--- src/rtl/carregador_instrucoes_pkg.sv ---
// Shared definitions for the boot-time instruction loader: FSM states,
// frame header byte and the address-width helper.
package carregador_instrucoes_pkg;

   typedef enum logic [2:0] {
      OCIOSO,
      TAMANHO,
      DADOS,
      CHECKSUM,
      PRONTO,
      ERRO
   } estado_t;

   localparam logic [7:0] CABECALHO = 8'hA5;

   // Number of address bits needed to index 'valor' words (valor >= 2).
   function automatic int clog2(input int valor);
      int largura;
      largura = 0;
      for (int i = 0; i < 31; i++) begin
         if ((1 << i) < valor) largura = i + 1;
      end
      return largura;
   endfunction

endpackage

--- src/rtl/carregador_instrucoes.sv ---
// Boot-time loader: receives framed bytes (A5, N, N data bytes, XOR checksum),
// writes them into the instruction memory and keeps the CPU held until a frame
// with a matching checksum has been fully written.
module carregador_instrucoes
   import carregador_instrucoes_pkg::*;
#(
   parameter int PROFUNDIDADE = 16,
   parameter int LARGURA      = 8
) (
   input  logic                             clock,
   input  logic                             reset,
   input  logic [7:0]                       entrada_dado,
   input  logic                             entrada_valid,
   output logic                             entrada_ready,
   output logic                             escrita_en,
   output logic [clog2(PROFUNDIDADE)-1:0]   escrita_endereco,
   output logic [LARGURA-1:0]               escrita_dado,
   output logic                             cpu_hold,
   output logic                             carga_ok,
   output logic                             erro
);

   localparam int AW = clog2(PROFUNDIDADE);

   estado_t           estado_q;
   logic [8:0]        tamanho_q;
   logic [AW-1:0]     endereco_q;
   logic [7:0]        acumulador_q;

   logic              entrada_ready_q;
   logic              escrita_en_q;
   logic [AW-1:0]     escrita_endereco_q;
   logic [LARGURA-1:0] escrita_dado_q;
   logic              cpu_hold_q;
   logic              carga_ok_q;
   logic              erro_q;

   logic              aceito_d;
   logic              tamanho_invalido_d;
   logic              ultimo_byte_d;

   // Byte transfer and frame-field decodes used by the FSM.
   always_comb begin
      aceito_d           = entrada_valid && entrada_ready_q;
      // N is at most 255, so a 9-bit compare also covers PROFUNDIDADE = 256.
      tamanho_invalido_d = (entrada_dado == 8'd0) ||
                           ({1'b0, entrada_dado} > 9'(PROFUNDIDADE));
      ultimo_byte_d      = ((9'(endereco_q) + 9'd1) == tamanho_q);
   end

   // Frame FSM with the address counter, checksum accumulator and all
   // registered outputs.
   always_ff @(posedge clock or posedge reset) begin
      if (reset) begin
         estado_q           <= OCIOSO;
         tamanho_q          <= '0;
         endereco_q         <= '0;
         acumulador_q       <= '0;
         entrada_ready_q    <= 1'b0;
         escrita_en_q       <= 1'b0;
         escrita_endereco_q <= '0;
         escrita_dado_q     <= '0;
         cpu_hold_q         <= 1'b1;
         carga_ok_q         <= 1'b0;
         erro_q             <= 1'b0;
      end else begin
         // The link is never throttled once out of reset.
         entrada_ready_q <= 1'b1;
         escrita_en_q    <= 1'b0;
         carga_ok_q      <= 1'b0;
         if (aceito_d) begin
            case (estado_q)
               OCIOSO: begin
                  if (entrada_dado == CABECALHO) estado_q <= TAMANHO;
               end
               TAMANHO: begin
                  if (tamanho_invalido_d) begin
                     estado_q   <= ERRO;
                     erro_q     <= 1'b1;
                     cpu_hold_q <= 1'b1;
                  end else begin
                     tamanho_q    <= 9'(entrada_dado);
                     endereco_q   <= '0;
                     acumulador_q <= '0;
                     estado_q     <= DADOS;
                  end
               end
               DADOS: begin
                  escrita_en_q       <= 1'b1;
                  escrita_endereco_q <= endereco_q;
                  escrita_dado_q     <= LARGURA'(entrada_dado);
                  acumulador_q       <= acumulador_q ^ entrada_dado;
                  // Counter stops on the last word so it can never wrap.
                  if (ultimo_byte_d) estado_q <= CHECKSUM;
                  else               endereco_q <= endereco_q + AW'(1);
               end
               CHECKSUM: begin
                  if (entrada_dado == acumulador_q) begin
                     estado_q   <= PRONTO;
                     carga_ok_q <= 1'b1;
                     cpu_hold_q <= 1'b0;
                  end else begin
                     estado_q   <= ERRO;
                     erro_q     <= 1'b1;
                     cpu_hold_q <= 1'b1;
                  end
               end
               PRONTO: begin
                  // A new header means reprogramming: hold the CPU again.
                  if (entrada_dado == CABECALHO) begin
                     estado_q   <= TAMANHO;
                     cpu_hold_q <= 1'b1;
                  end
               end
               ERRO: begin
                  if (entrada_dado == CABECALHO) begin
                     estado_q <= TAMANHO;
                     erro_q   <= 1'b0;
                  end
               end
               default: estado_q <= OCIOSO;
            endcase
         end
      end
   end

   assign entrada_ready    = entrada_ready_q;
   assign escrita_en       = escrita_en_q;
   assign escrita_endereco = escrita_endereco_q;
   assign escrita_dado     = escrita_dado_q;
   assign cpu_hold         = cpu_hold_q;
   assign carga_ok         = carga_ok_q;
   assign erro             = erro_q;

endmodule

--- config.mk ---
export PLATFORM = sky130hd
export DESIGN_NAME = carregador_instrucoes
export DESIGN_NICKNAME = d
export VERILOG_FILES = /design/src/rtl/carregador_instrucoes_pkg.sv /design/src/rtl/carregador_instrucoes.sv
export SDC_FILE = /design/constraint.sdc
export NUM_CORES = 1
export LEC_CHECK = 0
export ABC_CLOCK_PERIOD_IN_PS = 3100
export CAP_MARGIN = 20
export CELL_PAD_IN_SITES_DETAIL_PLACEMENT = 1
export CELL_PAD_IN_SITES_GLOBAL_PLACEMENT = 1
export CORE_MARGIN = 2
export CORE_UTILIZATION = 35
export CTS_BUF_LIST = sky130_fd_sc_hd__clkbuf_8 sky130_fd_sc_hd__clkbuf_16
export DETAILED_ROUTE_END_ITERATION = 10
export GPL_TIMING_DRIVEN = 0
export PLACE_DENSITY_LB_ADDON = 0.1
export SYNTH_ARGS = -nofsm -noshare
export SYNTH_HDL_FRONTEND = slang
export SYNTH_SLANG_ARGS = --single-unit
--- constraint.sdc ---
create_clock -name clock -period 3.1 [get_ports clock]
set_clock_uncertainty 0.05 [all_clocks]
set_input_delay 0.62 -clock clock [delete_from_list [all_inputs] [get_ports clock]]
set_output_delay 0.62 -clock clock [all_outputs]
set_load 0.02 [all_outputs]
==> flow_metrics.tcl, run 1 <==
set metrics [dict create \
    outcome "complete, no violations" \
    clock_latency_ns 0.30 \
    wl_per_cell_um 16.1 \
    antenna_found_initial 0 \
    final_core_util_pct 44.5 \
    path_delay_family "compound AO/OA/AOI/OAI gates" \
    ioPinCount 28 \
    clk_pin_slew_ns 0.09 \
    clk_path_buf_depth 2 \
    max_stage_delay_ns 0.56 \
    yosysWarnings 0 \
    diodes 0 \
    fill_cells 630 \
    netlist_area_um2 1940 \
    nNetsFinal 239 \
    multi_input_area_um2 882 \
    synth_top_area_share_pct 50.3 \
    holdWs_ns 0.432 \
    cap_viol_max_count 0 \
    dp_hpwl_mm 3.52 \
    p_sw_share_pct 29.7 \
    vias 1540 \
    root_buffer "clkbuf_8" \
    yosysTopAreaCell "dfrtp_1" \
    endpoint_kind "flop" \
    postRouteAntennaNets 0 \
    startpoint_type "input port" \
    fmax_mhz 341 \
    drt_iter0_drc 46 \
    dieArea_um2 6150 \
    post-route-period-util_pct 94.7 \
    vias_per_cell 5.13 \
    postRouteWirelength_mm 4.82 \
    setup_viol 0 \
    port_buffers 27 \
    grt_pass1_wl_mm 8.25 \
    first_pass_iters 4 \
    rsz0062_at_grt "false" \
    crit_fanout 6 \
    core_area_um2 5440 \
    async_flop_share_pct 100 \
    min_path_type "reg -> reg" \
    ir_worst_vdd_v 0.000252 \
    yosysSeqAreaShare_pct 51.7 \
    p_clk_share_pct 31.6 \
    syn_inst 193 \
    grt_util_all_layers_pct 17.1 \
    crit_buf_inv 1 \
    p_switching_uw 409 \
    p_int_uw 969 \
    max-slew-margin-rel_pct 42.5 \
    dieWidth_um 78.4 \
    syn_area_per_cell_um2 10.0 \
    rows 27 \
    syn_nets 205 \
    start_util_pct 35.7 \
    fin_crit_ns 2.94 \
    seqCellArea_um2 1000 \
    maxSlewViolCount 0 \
    synth.top_cells.by_area "dfrtp_1, nand2_1, o21ai_0, xnor2_1, mux2_2" \
    drive_above_1_share_pct 14.5 \
    p_per_area_nw_per_um2 569 \
    place_ws_ns -0.319 \
    overflow 0 \
    power_uw 1380 \
    critPathKind "in -> reg" \
    timing.final.ws_setup_ns 0.165 \
    power_frac_comb_pct 22.6 \
    tightest_slew_ns 0.861 \
    mostFrequentLayoutCells "nand2_1, dfrtp_1, clkdlybuf4s50_1" \
    ys_ff_latch 40 \
    slowest_stage "clkdlybuf4s50_1" \
    numCtsBuffers 5 \
    required_ns 3.24 \
    grt_start_max_net_pins 41 \
    synth_edf_count 0 \
    p_seq_share_pct 45.9 \
    numClockSinks 40 \
    cts_hold_buf 0 \
    critPathArrivalTime_ns 3.07 \
    gp_congestion 0.759 \
    syn2layout_area_growth_pct 24.9 \
    first_global_vias 1623 \
    hold_viol_final 0 \
    cts_tree "done" \
    htreeDepth 2 \
    ys.flop_type "dfrtp_1" \
    drc 0 \
    leakagePower_uw 0.00110 \
    ys_types 46 \
    chipHeight_um 78.4 \
    worstPathCellList "clkdlybuf4s50_1 -> nor4_2 -> mux2i_2 -> o21ai_0 -> a2111oi_1 -> mux2_2" \
]
-- timing repair --
item,CTS,global route
buffers inserted,0,0
gates resized for setup,1,2
endpoints found under the hold margin,0,0
endpoints found under the setup margin,1,1
-- worst min-delay path: stages, from the launching register on --
cell,delay [ns]
dfrtp_1,0.35
nand2_1,0.05
nand2_1,0.05
-- flip-flops by register name, summed over array words and instances (netlist names) --
signal and cells:
escrita_endereco 4, entrada_ready 1, erro 1, tamanho_q 8
escrita_en 1, estado_q 3, escrita_dado 8, carga_ok 1
endereco_q 4, cpu_hold 1, acumulador_q 8
-- synth_stat cells (2+ instances only) --
cell type	n
a211o_1	2
a21o_1	2
buf_2	2
buf_6	3
dfrtp_1	39
inv_1	3
mux2_2	7
nand2_1	39
nand2b_1	3
nand3_1	3
nand4_1	2
nor2_1	13
nor2b_1	3
nor4_1	5
nor4b_1	2
o21ai_0	22
or2_2	2
xnor2_1	12
xor2_1	2
-- through the flow --
step / instances / instance area (µm²) / setup TNS, ns
4_1_cts: 300 / 2420 / 0
3_5_place_dp: 292 / 2300 / -0.325
3_3_place_gp: 292 / 2300 / -0.124
5_1_grt: 300 / 2420 / 0
2_1_floorplan: 193 / 1940 / 0
6_report: 300 / 2420 / 0
-- worst paths after layout --
kind,start,to,slack (ns),cells past startpoint
max,entrada_dado[0],erro$_DFFE_PP0P_,0.16,6
min,escrita_dado[5]$_DFFE_PP0P_,escrita_dado[5]$_DFFE_PP0P_,0.43,2
max reg2reg,estado_q[0]$_DFFE_PP0P_,endereco_q[2]$_DFFE_PP0P_,0.78,5
min reg2reg,escrita_dado[5]$_DFFE_PP0P_,escrita_dado[5]$_DFFE_PP0P_,0.43,2
max in group asynchronous,reset,endereco_q[2]$_DFFE_PP0P_,1.68,2
min in group asynchronous,reset,escrita_dado[3]$_DFFE_PP0P_,0.76,2
-- power groups by stage --
| stage | clock network, µW | registers (µW) | logic, µW |
|---|---|---|---|
| 6_report | 435 | 632 | 311 |
| 5_1_grt | 475 | 641 | 341 |
| 4_1_cts | 445 | 633 | 313 |
| 3_5_place_dp | 0 | 643 | 312 |
| 3_3_place_gp | 0 | 637 | 303 |
| 2_1_floorplan | 0 | 664 | 163 |
-- cell type report --
| type | instances | area share (%) |
|---|---|---|
| Buffer | 7 | 2.27 |
| Inverter | 3 | 0.465 |
| Timing Repair Buffer | 27 | 11.2 |
| Tap cell | 72 | 3.72 |
| Clock inverter | 3 | 1.76 |
| Sequential cell | 40 | 41.4 |
| Clock buffer | 5 | 2.84 |
| Multi-Input combinational cell | 143 | 36.4 |
-- metal layers --
layer / wire [µm] / vias up / track usage [%] / share of wire, %
li1: - / 730 / - / -
met1: 2180 / 787 / 22.5 / 45
met2: 2470 / 19 / 29.0 / 51
met3: 129 / 4 / 4.14 / 2.7
met4: 36 / 0 / 3.16 / 0.75
met5: 0 / - / 0 / 0
-- logic make-up (layout without fill, tap and decap cells) --
kind of cell    count (synthesis)  count (layout)  synth area share, %
simple gates                   83              83                 21.2
flops                          40              40                 51.7
compound gates                 36              36                 12.0
xor+xnor                       14              14                 6.32
buf+inv                        10              45                 3.42
mux                             8               8                 4.58
fa+ha+maj                       1               1                0.645
other cells                     1               1                0.193
Note: power is estimated with default switching activity, not from simulation.
==> run 2: changes to the inputs <==
Settings changed: CORE_MARGIN 2 to 5.
==> run 2 against run 1 <==
Critical path depth stayed put. Routed wire length decreased by 0.79%. Count of clock-buffer cells in the layout did not move. Hold slack worse by 0.0011 ns. Largest power group unchanged. First-iteration DRC count down 46%. Clock power is essentially flat. Core utilization hardly changed. Combinational power barely moved.
==> flow_metrics.tcl, run 2 (synthesized netlist as in run 1, its figures left out) <==
set metrics [dict create \
    cts_tree "done" \
    htreeDepth 2 \
    drt_iter0_drc 25 \
    clk_pin_slew_ns 0.08 \
    post-route-period-util_pct 95.5 \
    overflow 0 \
    grt_util_all_layers_pct 14.2 \
    critPathKind "in -> reg" \
    root_buffer "clkbuf_8" \
    placed_cells 292 \
    grt_start_max_net_pins 41 \
    setup_viol 0 \
    ir_worst_vdd_v 0.000252 \
    required_ns 3.23 \
    endpoint_kind "flop" \
    hold_viol_final 0 \
    placed_area_um2 2300 \
    dp_hpwl_mm 3.59 \
    crit_fanout 6 \
    clk_path_buf_depth 2 \
    diodes 0 \
    setup_tns_ns 0 \
    first_global_vias 1600 \
    gp_congestion 0.794 \
    max_stage_delay_ns 0.67 \
    min_path_type "reg -> reg" \
    postRouteAntennaNets 0 \
    postRouteWirelength_mm 4.78 \
    chipHeight_um 84.4 \
    drive_above_1_share_pct 14.5 \
    syn2layout_area_growth_pct 24.8 \
    path_delay_family "simple AND/OR/NAND/NOR gates" \
    wl_per_cell_um 15.9 \
    vias_per_cell 5.14 \
    fin_crit_ns 2.96 \
    clock_latency_ns 0.30 \
    stdcell_count 300 \
    core_area_um2 5440 \
    rsz0062_at_grt "false" \
    start_util_pct 35.7 \
    max-slew-margin-rel_pct 44.7 \
    postCtsSetupRepairBufs 0 \
    drc 0 \
    cap_viol_max_count 0 \
    leakagePower_uw 0.00110 \
    p_per_area_nw_per_um2 568 \
    mostFrequentLayoutCells "nand2_1, dfrtp_1, clkdlybuf4s50_1" \
    grt_pass1_wl_mm 8.12 \
    startpoint_type "input port" \
    vias 1543 \
    crit_buf_inv 1 \
    reg2reg_slack_ns 0.76 \
    slowest_stage "clkdlybuf4s50_1" \
    tightest_slew_ns 0.829 \
    numCtsBuffers 5 \
    dieWidth_um 84.4 \
    rows 27 \
    first_pass_iters 4 \
    ioPinCount 28 \
    worstPathCellList "clkdlybuf4s50_1 -> nand4b_1 -> nor4_1 -> nand2b_1 -> a2111oi_2 -> mux2_2" \
    place_ws_ns -0.304 \
    timing.final.ws_setup_ns 0.139 \
    maxSlewViolCount 0 \
    antenna_found_initial 0 \
    dieArea_um2 7130 \
    critPathArrivalTime_ns 3.09 \
    stdcell_area_um2 2420 \
    numClockSinks 40 \
    fmax_mhz 338 \
    outcome "complete, no violations" \
    port_buffers 27 \
    nNetsFinal 239 \
    cts_hold_buf 0 \
]
run 2: per-layer routing:
| layer | global-route usage [%] | routed length (µm) | up-vias | part of all wire, % |
|---|---|---|---|---|
| li1 | - | - | 729 | - |
| met3 | 4.32 | 177 | 10 | 3.7 |
| met4 | 4.03 | 75 | 0 | 1.6 |
| met5 | 0 | 0 | - | 0 |
| met2 | 23.9 | 2410 | 25 | 50 |
| met1 | 17.5 | 2110 | 779 | 44 |
run 2: what timing repair did:
item / in CTS / in global routing
gates resized for setup: 0 / 3
hold endpoints to repair: 0 / 0
setup endpoints to repair: 0 / 1
run 2: final timing paths:
kind	from	to	cells past startpoint
max	entrada_dado[2]	erro$_DFFE_PP0P_	6
min	escrita_dado[5]$_DFFE_PP0P_	escrita_dado[5]$_DFFE_PP0P_	2
max reg2reg	estado_q[0]$_DFFE_PP0P_	endereco_q[2]$_DFFE_PP0P_	5
min reg2reg	escrita_dado[5]$_DFFE_PP0P_	escrita_dado[5]$_DFFE_PP0P_	2
max in group asynchronous	reset	carga_ok$_DFF_PP0_	2
min in group asynchronous	reset	escrita_en$_DFF_PP0_	2
run 2: through the flow:
stage	hold WS, ns	power (µW)	utilization (%)
after global placement	0.408	941	42.3
after floorplan	0.415	827	-
after CTS	0.438	1390	44.3
after detailed placement	0.412	957	42.3
final	0.431	1380	44.5
after global routing	0.457	1450	44.5
run 2: final cells by class:
type | count | area, µm²
fill | 622 | 3020
sequential | 40 | 1000
multi-input combinational | 143 | 881
timing repair buffer | 27 | 270
tap | 72 | 90.1
clock buffer | 5 | 68.8
buffer | 7 | 55.1
clock inverter | 3 | 42.5
inverter | 3 | 11.3
run 2: where the power goes:
part | internal, µW | switching, µW
clock | 238 | 194
sequential | 585 | 46.3
combinational | 146 | 166
run 2: tightest hold or removal path, cell delays in order (launching register included):
cell and delay [ns]:
dfrtp_1 0.35, nand2_1 0.05, nand2_1 0.05
==> run 3: changes to the inputs <==
Settings changed: SLEW_MARGIN set to 30.
==> run 3 against run 2 <==
Core utilization grew 1.2 points. Hold slack gained 0.00074 ns. Largest power group unchanged. Critical endpoint unchanged. Clock power grew 38%. Highest routed layer unchanged.
==> flow_metrics.tcl, run 3 (synthesized netlist as in run 1, its figures left out) <==
set metrics [dict create \
    vias 1562 \
    dieWidth_um 84.4 \
    critPathKind "in -> reg" \
    fmax_mhz 337 \
    top_usage_layer "met2" \
    critPathArrivalTime_ns 3.10 \
    antenna_found_initial 0 \
    drive_above_1_share_pct 14.4 \
    leakagePower_uw 0.00114 \
    ff2ff_path_depth 5 \
    mostFrequentLayoutCells "nand2_1, dfrtp_1, clkdlybuf4s50_1" \
    postRouteAntennaNets 0 \
    numClockSinks 40 \
    max-slew-margin-rel_pct 51.1 \
    rsz0062_at_grt "false" \
    outcome "complete, no violations" \
    numCtsBuffers 5 \
    multi_input_area_um2 876 \
    grt_start_max_net_pins 31 \
    dp_hpwl_mm 3.65 \
    crit_fanout 6 \
    postCtsSetupRepairBufs 0 \
    startpoint_type "input port" \
    met1_usage_pct 18.7 \
    port_buffers 27 \
    root_buffer "clkbuf_8" \
    grtUsageMet3_pct 3.73 \
    hold_start "escrita_dado[5]$_DFFE_PP0P_" \
    ctsResizeCount 0 \
    first_global_vias 1692 \
    min_path_type "reg -> reg" \
    tightest_slew_ns 0.726 \
    first_pass_iters 4 \
    drt_iter0_drc 24 \
    grt_util_all_layers_pct 14.7 \
    start_util_pct 35.7 \
    required_ns 3.23 \
    power_uw 1540 \
    diodes 0 \
    cap_viol_max_count 0 \
    nNetsFinal 240 \
    core_area_um2 5440 \
    clock_latency_ns 0.29 \
    cts_hold_buf 0 \
    ir_worst_vdd_v 0.000272 \
    htreeDepth 2 \
    maxSlewViolCount 0 \
    overflow 0 \
    clk_path_buf_depth 2 \
    dieArea_um2 7130 \
    chipHeight_um 84.4 \
    postRouteWirelength_mm 4.88 \
    seqCellArea_um2 1000 \
    p_per_area_nw_per_um2 620 \
    critPathLaunch "entrada_dado[2]" \
    vias_per_cell 5.19 \
    grt_pass1_wl_mm 8.42 \
    hold_path_depth 2 \
    fin_crit_ns 2.97 \
    cts_tree "done" \
    post-route-period-util_pct 95.8 \
    wl_per_cell_um 16.2 \
    drc 0 \
    met2_usage_pct 25.0 \
    rows 27 \
    ioPinCount 28 \
    endpoint_kind "flop" \
    setup_viol 0 \
    syn2layout_area_growth_pct 28.1 \
    place_ws_ns -0.248 \
    fill_cells 611 \
    timing.final.ws_setup_ns 0.131 \
    hold_viol_final 0 \
    reg2reg_from "estado_q[0]$_DFFE_PP0P_" \
    clk_pin_slew_ns 0.08 \
    gp_congestion 0.794 \
]
## run 3: metrics by stage
stage	cells	cell area (µm²)	hold slack (ns)	setup TNS, ns	utilization [%]
after global routing	301	2480	0.456	0	45.7
after floorplan	193	1940	0.415	0	-
final	301	2480	0.432	0	45.7
after detailed placement	293	2320	0.412	-0.284	42.7
after CTS	301	2480	0.437	0	45.6
after global placement	292	2300	0.408	-0.124	42.3
## run 3: worst paths after layout
kind	to	slack, ns
max	erro$_DFFE_PP0P_	0.13
min	escrita_dado[5]$_DFFE_PP0P_	0.43
max reg2reg	endereco_q[3]$_DFFE_PP0P_	0.75
min reg2reg	escrita_dado[5]$_DFFE_PP0P_	0.43
max in group asynchronous	cpu_hold$_DFFE_PP1P_	1.97
min in group asynchronous	escrita_dado[3]$_DFFE_PP0P_	0.51
## run 3: power breakdown
group | leakage, µW | internal (µW) | switching, µW
logic | 0.000510 | 148 | 168
registers | 0.000549 | 585 | 45.1
clock network | 0.0000784 | 403 | 191
## run 3: critical path: stages
cell	delay, ns
clkdlybuf4s50_1	0.65
nand4b_1	0.16
nor4_1	0.63
nand2b_1	0.16
a2111oi_1	0.49
mux2_2	0.38
## run 3: final cells by class
| class | instances | area share (%) |
|---|---|---|
| flip-flops and latches | 40 | 40.4 |
| multi-input cells | 143 | 35.3 |
| repair buffers | 28 | 11.7 |
| clock inverters | 3 | 3.63 |
| well taps | 72 | 3.63 |
| clock buffers | 5 | 2.77 |
| plain buffers | 7 | 2.22 |
| inverters | 3 | 0.453 |
## run 3: per-layer routing
layer  vias to the layer above  share of wire [%]
li1                        736                  -
met1                       791                 45
met2                        28                 50
met3                         7                3.2
met4                         0                1.2
met5                         -                  0
